File: config.mk
export PLATFORM = sky130hd
export DESIGN_NAME = axi_wr_master_mo
export DESIGN_NICKNAME = d
export VERILOG_FILES = /design/src/rtl/axi_wr_master_mo.sv
export SDC_FILE = /design/constraint.sdc
export NUM_CORES = 1
export LEC_CHECK = 0
export CAP_MARGIN = 10
export CORE_UTILIZATION = 35
export DETAILED_ROUTE_END_ITERATION = 8
export MAX_ROUTING_LAYER = met4
export PLACE_DENSITY = 0.76
export SLEW_MARGIN = 20
export SYNTH_ARGS = -nofsm -noshare
export SYNTH_HDL_FRONTEND = slang
export SYNTH_SLANG_ARGS = --single-unit
File: constraint.sdc
create_clock -name clk -period 2.6 [get_ports clk]
set_input_delay 0.26 -clock clk [delete_from_list [all_inputs] [get_ports clk]]
set_output_delay 0.26 -clock clk [all_outputs]
set_load 0.005 [all_outputs]
File: src/rtl/axi_wr_master_mo.sv
// -----------------------------------------------------------------------------
// axi_wr_master_mo
//
// AXI4 write-channel master with up to MAX_OUT bursts outstanding.
// User commands are registered onto AW, user beats pass through to W with
// wlast generated from a per-burst beat counter, and each B response is
// returned to the user as bresp_out plus a one-cycle bdone pulse.
//
// Ports
//   clk, resetn                      clock, asynchronous active-low reset
//   awaddr_in/awlen_in/awsize_in/
//   awburst_in/awvalid_in/awready_out  user burst command
//   wdata_in/wstrb_in/wvalid_in/
//   wready_out                       user write beats
//   bready_in/bresp_out/bdone        user response side
//   outstanding                      bursts accepted but not yet B-acknowledged
//   axi_aw*/axi_w*/axi_b*            AXI4 AW, W and B channels
//
// Optional build macro WR_ERR_STICKY_EN adds err_clr (in) and err_sticky
// (out): a sticky SLVERR/DECERR flag that blocks new commands until cleared.
// -----------------------------------------------------------------------------
module axi_wr_master_mo #(
    parameter int AW      = 32,
    parameter int DW      = 64,
    parameter int MAX_OUT = 4
) (
    input  logic                          clk,
    input  logic                          resetn,
    input  logic [AW-1:0]                 awaddr_in,
    input  logic [7:0]                    awlen_in,
    input  logic [2:0]                    awsize_in,
    input  logic [1:0]                    awburst_in,
    input  logic                          awvalid_in,
    output logic                          awready_out,
    input  logic [DW-1:0]                 wdata_in,
    input  logic [DW/8-1:0]               wstrb_in,
    input  logic                          wvalid_in,
    output logic                          wready_out,
    input  logic                          bready_in,
    output logic [1:0]                    bresp_out,
    output logic                          bdone,
    output logic [$clog2(MAX_OUT+1)-1:0]  outstanding,
`ifdef WR_ERR_STICKY_EN
    input  logic                          err_clr,
    output logic                          err_sticky,
`endif
    output logic [AW-1:0]                 axi_awaddr,
    output logic [7:0]                    axi_awlen,
    output logic [2:0]                    axi_awsize,
    output logic [1:0]                    axi_awburst,
    output logic                          axi_awvalid,
    input  logic                          axi_awready,
    output logic [DW-1:0]                 axi_wdata,
    output logic [DW/8-1:0]               axi_wstrb,
    output logic                          axi_wlast,
    output logic                          axi_wvalid,
    input  logic                          axi_wready,
    input  logic [1:0]                    axi_bresp,
    input  logic                          axi_bvalid,
    output logic                          axi_bready
);

    localparam int CW = $clog2(MAX_OUT + 1);
    localparam int PW = $clog2(MAX_OUT);

    typedef enum logic {W_IDLE, W_DATA} w_state_t;

    w_state_t       state, state_nxt;
    logic [7:0]     beat_cnt;
    logic           run_q;
    logic           aw_accept, b_hs, w_hs, pop, err_block;

    logic [7:0]     len_mem [MAX_OUT];
    logic [PW-1:0]  wr_ptr, rd_ptr;
    logic [CW-1:0]  fifo_cnt;
    logic           fifo_empty, fifo_full;

    assign fifo_empty = (fifo_cnt == '0);
    assign fifo_full  = (fifo_cnt == CW'(MAX_OUT));

`ifdef WR_ERR_STICKY_EN
    assign err_block = err_sticky;
`else
    assign err_block = 1'b0;
`endif

    // run_q holds awready_out low while reset is asserted so every output
    // reads 0 during reset.
    assign awready_out = run_q && !axi_awvalid && (outstanding < CW'(MAX_OUT))
                         && !fifo_full && !err_block;
    assign aw_accept   = awvalid_in && awready_out;
    assign axi_bready  = bready_in && (outstanding != '0);
    assign b_hs        = axi_bvalid && axi_bready;
    assign w_hs        = axi_wvalid && axi_wready;

    // AW register slice: one burst per two cycles since awvalid must drop
    // before the next command is accepted.
    // NOTE: sequential state uses non-blocking assignments so every flop
    // samples pre-edge values regardless of process evaluation order.
    always_ff @(posedge clk or negedge resetn) begin
        if (!resetn) begin
            run_q       <= 1'b0;
            axi_awvalid <= 1'b0;
            axi_awaddr  <= '0;
            axi_awlen   <= '0;
            axi_awsize  <= '0;
            axi_awburst <= '0;
        end else begin
            run_q <= 1'b1;
            if (aw_accept) begin
                axi_awvalid <= 1'b1;
                axi_awaddr  <= awaddr_in;
                axi_awlen   <= awlen_in;
                axi_awsize  <= awsize_in;
                axi_awburst <= awburst_in;
            end else if (axi_awvalid && axi_awready) begin
                axi_awvalid <= 1'b0;
            end
        end
    end

    always_ff @(posedge clk or negedge resetn) begin
        if (!resetn) begin
            outstanding <= '0;
        end else begin
            case ({aw_accept, b_hs})
                2'b10:   outstanding <= outstanding + CW'(1);
                2'b01:   outstanding <= outstanding - CW'(1);
                default: outstanding <= outstanding;
            endcase
        end
    end

    // NOTE: the length storage has no reset; entries are only read after
    // being written, and the pointers/count that define validity are reset.
    always_ff @(posedge clk) begin
        if (aw_accept) len_mem[wr_ptr] <= awlen_in;
    end

    always_ff @(posedge clk or negedge resetn) begin
        if (!resetn) begin
            wr_ptr   <= '0;
            rd_ptr   <= '0;
            fifo_cnt <= '0;
        end else begin
            if (aw_accept) wr_ptr <= wr_ptr + PW'(1);
            if (pop)       rd_ptr <= rd_ptr + PW'(1);
            case ({aw_accept, pop})
                2'b10:   fifo_cnt <= fifo_cnt + CW'(1);
                2'b01:   fifo_cnt <= fifo_cnt - CW'(1);
                default: fifo_cnt <= fifo_cnt;
            endcase
        end
    end

    // W FSM: state register and beat counter. The counter is never
    // decremented on the last beat, so awlen=255 cannot wrap before wlast.
    always_ff @(posedge clk or negedge resetn) begin
        if (!resetn) begin
            state    <= W_IDLE;
            beat_cnt <= '0;
        end else begin
            state <= state_nxt;
            if (pop)                      beat_cnt <= len_mem[rd_ptr];
            else if (w_hs && !axi_wlast)  beat_cnt <= beat_cnt - 8'd1;
        end
    end

    // Next state; popping on the last beat keeps W_DATA without a bubble.
    always_comb begin
        state_nxt = state;
        pop       = 1'b0;
        case (state)
            W_IDLE: begin
                if (!fifo_empty) begin
                    pop       = 1'b1;
                    state_nxt = W_DATA;
                end
            end
            W_DATA: begin
                if (w_hs && axi_wlast) begin
                    if (!fifo_empty) pop = 1'b1;
                    else             state_nxt = W_IDLE;
                end
            end
            default: state_nxt = W_IDLE;
        endcase
    end

    // NOTE: every output gets a default before the case so no latch is
    // inferred for the W_IDLE path.
    always_comb begin
        axi_wdata  = '0;
        axi_wstrb  = '0;
        axi_wvalid = 1'b0;
        axi_wlast  = 1'b0;
        wready_out = 1'b0;
        if (state == W_DATA) begin
            axi_wdata  = wdata_in;
            axi_wstrb  = wstrb_in;
            axi_wvalid = wvalid_in;
            axi_wlast  = (beat_cnt == 8'd0);
            wready_out = axi_wready;
        end
    end

    always_ff @(posedge clk or negedge resetn) begin
        if (!resetn) begin
            bresp_out <= '0;
            bdone     <= 1'b0;
        end else begin
            bdone <= b_hs;
            if (b_hs) bresp_out <= axi_bresp;
        end
    end

`ifdef WR_ERR_STICKY_EN
    // SLVERR/DECERR both have bresp[1] set; setting wins over clearing.
    always_ff @(posedge clk or negedge resetn) begin
        if (!resetn)                    err_sticky <= 1'b0;
        else if (b_hs && axi_bresp[1])  err_sticky <= 1'b1;
        else if (err_clr)               err_sticky <= 1'b0;
    end
`endif

endmodule

==> results.cfg, run 1 <==
[timing]
slew_headroom = 0.610
setup_viol = 0
final_hold_viol_count = 0
holdWs_ns = 0.239
clock.fmax_mhz = 402
final.min_clock_period_ns = 2.49
fin_crit_sh = 0.957
slew_viol_final = 0
fin_skew_ns = 0.00933
worst_pin_slew_ns = 0.585

[detailed_routing]
drt-total-wl_um = 13200
viasPerCell = 4.65
firstDrtPassIters = 4
drt_iter0_markers = 112
route.vias.total = 3660
drcViolationCount = 0
ant_nets = 0
wire_per_inst_um = 16.8

[logic_synthesis]
synthSimpleGateAreaFrac = 0.149
synth-xor-area-share = 0.0224
synth_cell_type_count = 42
ys_top_cells_by_count = 75 x and2_1, 69 x dfrtp_1, 48 x mux2_2, 32 x edfxtp_1, 14 x inv_1
synth.largest_area_cell = dfrtp_1
syn_avg_cell_area_um2 = 13.7
ys_warn_count = 0
synth_edf_count = 32
async_flop_share = 0.683
syn_area_um2 = 4700
synth_area_leaders = dfrtp_1 37%, edfxtp_1 20%, mux2_2 12%
synth_top_family_by_area = multiplexers
ys_ff_latch = 101
syn-num-nets = 479
netlist_instances = 342
yosysMostFrequentCell = and2_1
seq_area_frac_synth = 0.572
synth_fa_ha_area_frac = 0.0298
ys.flop_type = dfrtp_1
synth_top_area_frac = 0.367
synth-compound-area-share = 0.0280
synthMuxAreaShare = 0.168

[cells_and_area]
fillers = 1014
drive_gt1_frac = 0.162
stdcell_count = 787
area_delta_synth_final_pct = 66.7
utilization = 0.608
layout.nets = 742

[die]
start_util = 0.365
die_width_um = 118
rows = 41
design.portCount = 256
die_area_um2 = 13900
die_h_um = 118
core_um2 = 12900

[flow_run]
max_cap_violations = 0

[power]
total_power_mw = 6.58
ir_worst_vdd_v = 0.000624
powerDensity_nw_per_um2 = 840
leakage_nw = 3.08

[place]
place_congestion = 0.943
io_buffers = 255
hpwlAfterDp_um = 10700
placed_cells = 760

[worst_hold_path]
min_path_type = in -> async

[global_route]
grt_overflow = 0
globalRouteTotalUtil = 0.204
grt_pass1_vias = 3966
grt_pass1_wl_um = 20800
grt_max_degree = 80
antenna_found_initial = 5

[clock_network]
root_buffer = clkbuf_16
numCtsBuffers = 9
cts_tree = yes
clockBufferDepth = 2
cts.htree.levels = 3
path_clk_slew_ns = 0.07
cts_sinks = 101
clock_latency_ns = 0.34

[critical_path]
endpoint_kind = register
worstSetupPathType = reg -> reg
start_kind = register
required_ns = 2.86
crit_fanout = 3
r2r_cells = 12
crit_arrival_ns = 2.75

[status]
status = finished, final reports clean
## final timing paths
path / from / endpoint / slack (ns)
max: beat_cnt[0] / fifo_cnt[2] / 0.11
min: resetn / axi_awaddr[20] / 0.24
max in group asynchronous: resetn / axi_awaddr[29] / 1.61
max reg2reg: beat_cnt[0] / fifo_cnt[2] / 0.11
min in group clk: axi_awready / axi_awvalid / 0.49
min reg2reg: fifo_cnt[0] / fifo_cnt[0] / 0.50
## worst max-delay path, cell delays in order, from the launching register on
cell and delay [ns]:
dfrtp_1 0.39, inv_1 0.10, ha_2 0.19, nor3b_4 0.25, a41oi_4 0.15, or2_1 0.24, inv_1 0.09, ha_4 0.14
inv_1 0.05, fa_1 0.37, xor2_1 0.15, nor2_1 0.13, xor2_1 0.16
## report_power, final
group          switching, mW  internal [mW]
clock network          0.571          0.846
logic                  0.839           1.71
registers              0.414           2.20
## per-layer routing
metal  vias up  share of wire  wire [um]  track usage
met3        28          0.073        967       0.0552
met1      1736           0.35       4680        0.201
li1       1712              -          -            -
met5         -              0          0            -
met4         0          0.050        667        0.144
met2       184           0.52       6900        0.349
## per-stage QoR
step | setup WS, ns | TNS [ns] | cell area, um^2
floorplan | 0.0497 | 0 | 4710
finish | 0.112 | 0 | 7830
global placement | 0.149 | 0 | 7430
detailed placement | 0.0273 | 0 | 7430
CTS | 0.00185 | 0 | 7770
global route | -0.0260 | -0.0260 | 7830
## cell families after synthesis
group	count (synthesis)
adder cells (fa/ha/maj)	10
buffers and inverters	30
other	1
AO/OA/AOI/OAI	16
multiplexers	62
flip-flops	101
XOR/XNOR	12
AND/OR/NAND/NOR	110
## area by class of cell
cell class	count	area, um^2	area share
sequential	101	2690	0.343
timing repair buffer	268	2650	0.338
multi-input combinational	211	1890	0.242
clock buffer	9	225	0.0288
tap	172	215	0.0275
clock inverter	7	97.6	0.0125
inverter	14	52.6	0.00671
antenna	5	12.5	0.00160
## flip-flops by register name, indices dropped and copies added, names as in the netlist
signal       count
axi_awaddr      32
axi_awburst      2
axi_awlen        8
axi_awsize       3
axi_awvalid      1
bdone            1
beat_cnt         8
bresp_out        2
fifo_cnt         3
len_mem         32
outstanding      3
rd_ptr           2
run_q            1
state            1
wr_ptr           2
## cells in the final DEF, fill, tap and decap left out, types with 2 or more instances in the layout
cell,instances
inv_1,13
dfrtp_1,68
clkinvlp_4,2
xnor2_1,7
o21ai_0,3
ha_1,6
nor2_1,3
a31oi_1,3
nand3_1,2
and2_1,75
bufinv_16,2
a21oi_1,5
mux4_2,8
edfxtp_1,32
buf_4,12
or4_1,3
nor3_1,8
fa_1,2
nand2_1,2
xor2_1,5
and3_1,5
clkbuf_16,9
diode_2,5
clkdlybuf4s50_1,254
mux2_2,48
or2_2,2
mux2i_1,4
mux2_4,2
## timing repair
| action | CTS | global route |
|---|---|---|
| endpoints found under the setup margin | 0 | 1 |
| resized for setup | 0 | 4 |
| hold buffers | 1 | 0 |
| endpoints found under the hold margin | 25 | 0 |
| buffers inserted | 0 | 5 |
Power figures use the tool's default switching activity.
==> run 2, diff against run 1 <==
RECOVER_POWER = 25   (was unset)
==> run 2 against run 1 <==
Flip-flop and latch count stayed put. Register-to-register slack hardly changed. Worst hold slack better by 0.026 ns. Cell count stayed put. Wire length hardly changed. Critical path type unchanged.
==> results.cfg, run 2 (synthesis gave the netlist of run 1 again) <==
[critical_path]
critPathMostFrequentCell = inv_1
crit_chain = inv_1 -> ha_2 -> nor3b_4 -> a41oi_4 -> or2_1 -> inv_1 -> ha_4 -> inv_1 -> fa_1 -> xor2_1 -> nor2_1 -> xor2_1
required_ns = 2.86
cp_slowest_cell = dfrtp_1
cp_slowest_stage_delay_ns = 0.39
path_buf_inv = 3
endpoint_kind = register
crit_arrival_ns = 2.75
worstSetupPathType = reg -> reg
cp_top_family = adder cells
crit_fanout = 3
start_kind = register

[die]
core_um2 = 12900
die_area_um2 = 13900
start_util = 0.365
die_h_um = 118
die_width_um = 118
rows = 41
design.portCount = 256

[detailed_routing]
drcViolationCount = 0
drt-total-wl_um = 13200
viasPerCell = 4.65
ant_nets = 0
drt_iter0_markers = 111
wire_per_inst_um = 16.8
route.vias.total = 3662
firstDrtPassIters = 4

[place]
hpwlAfterDp_um = 10700
io_buffers = 255
place_area_um2 = 7430
place_congestion = 0.943
placed_cells = 760

[timing]
fin_crit_sh = 0.957
setup_viol = 0
final.min_clock_period_ns = 2.49
worst_pin_slew_ns = 1.32
fin_skew_ns = 0.00914
clock.fmax_mhz = 402
final_hold_viol_count = 0
slew_viol_final = 0
holdWs_ns = 0.265
slew_headroom = 0.120

[global_route]
grt_pass1_vias = 3966
grt_pass1_wl_um = 20800
antenna_found_initial = 5
grt_overflow = 0
grt_max_degree = 80
globalRouteTotalUtil = 0.204

[cells_and_area]
final_cell_mix = 246 x clkdlybuf4s50_1, 75 x and2_1, 68 x dfrtp_1, 48 x mux2_2, 32 x edfxtp_1
final_common_cell = clkdlybuf4s50_1
layout.nets = 742
fillers = 1016
design_area_um2 = 7830
area_delta_synth_final_pct = 66.5
drive_gt1_frac = 0.159
reg_top3 = axi_awaddr: 32 flops, len_mem: 32 flops
stdcell_count = 787

[clock_network]
cts_sinks = 101
path_clk_slew_ns = 0.07
clock_latency_ns = 0.34
cts.htree.levels = 3
root_buffer = clkbuf_16
numCtsBuffers = 9
clockBufferDepth = 2
cts_tree = yes

[power]
powerDensity_nw_per_um2 = 840
ir_worst_vdd_v = 0.000624
leakage_nw = 3.08

[status]
status = finished, final reports clean

[flow_run]
max_cap_violations = 0

[worst_hold_path]
min_path_type = in -> async
run 2: worst paths after layout:
check,start,endpoint,slack (ns),cells after the start
max,beat_cnt[0],fifo_cnt[2],0.11,12
min,resetn,axi_awaddr[20],0.27,2
max reg2reg,beat_cnt[0],fifo_cnt[2],0.11,12
min reg2reg,fifo_cnt[0],fifo_cnt[0],0.50,1
max in group asynchronous,resetn,state,0.76,3
min in group clk,axi_awready,axi_awvalid,0.49,2
run 2: metrics by stage:
step	power [mW]	worst slack, ns	util	setup TNS (ns)
after floorplan	3.68	0.0497	-	0
after global placement	5.03	0.149	0.577	0
after detailed placement	5.15	0.0273	0.577	0
after CTS	6.60	0.00185	0.603	0
after global routing	6.97	-0.0260	0.608	-0.0260
final	6.57	0.112	0.608	0
run 2: cell type report:
class | instances | area (um^2) | area share
sequential | 101 | 2690 | 0.344
timing repair buffer | 268 | 2640 | 0.337
multi-input combinational | 211 | 1890 | 0.242
clock buffer | 9 | 225 | 0.0288
tap | 172 | 215 | 0.0275
clock inverter | 7 | 97.6 | 0.0125
inverter | 14 | 52.6 | 0.00672
antenna | 5 | 12.5 | 0.00160
run 2: metal layers:
| layer | wire length [um] | global-route usage | vias to the layer above |
|---|---|---|---|
| met5 | 0 | - | - |
| met4 | 667 | 0.144 | 0 |
| met3 | 958 | 0.0552 | 28 |
| met2 | 6900 | 0.349 | 184 |
| met1 | 4690 | 0.201 | 1738 |
| li1 | - | - | 1712 |
run 2: repair_timing:
| item | 4_1_cts | 5_1_grt |
|---|---|---|
| resized for setup | 0 | 4 |
| hold buffers | 1 | 0 |
| hold endpoints to repair | 25 | 0 |
| setup buffers | 0 | 5 |
| endpoints found under the setup margin | 0 | 1 |
run 2: power by group:
group | switching [mW] | internal, mW
clock | 0.570 | 0.846
sequential | 0.414 | 2.20
combinational | 0.840 | 1.71
total | 1.82 | 4.75
==> run 3, diff against run 2 <==
CAP_MARGIN = 5   (was 10)
==> results of run 3 <==
Final layout, timing and power as in run 2 (identical DEF).
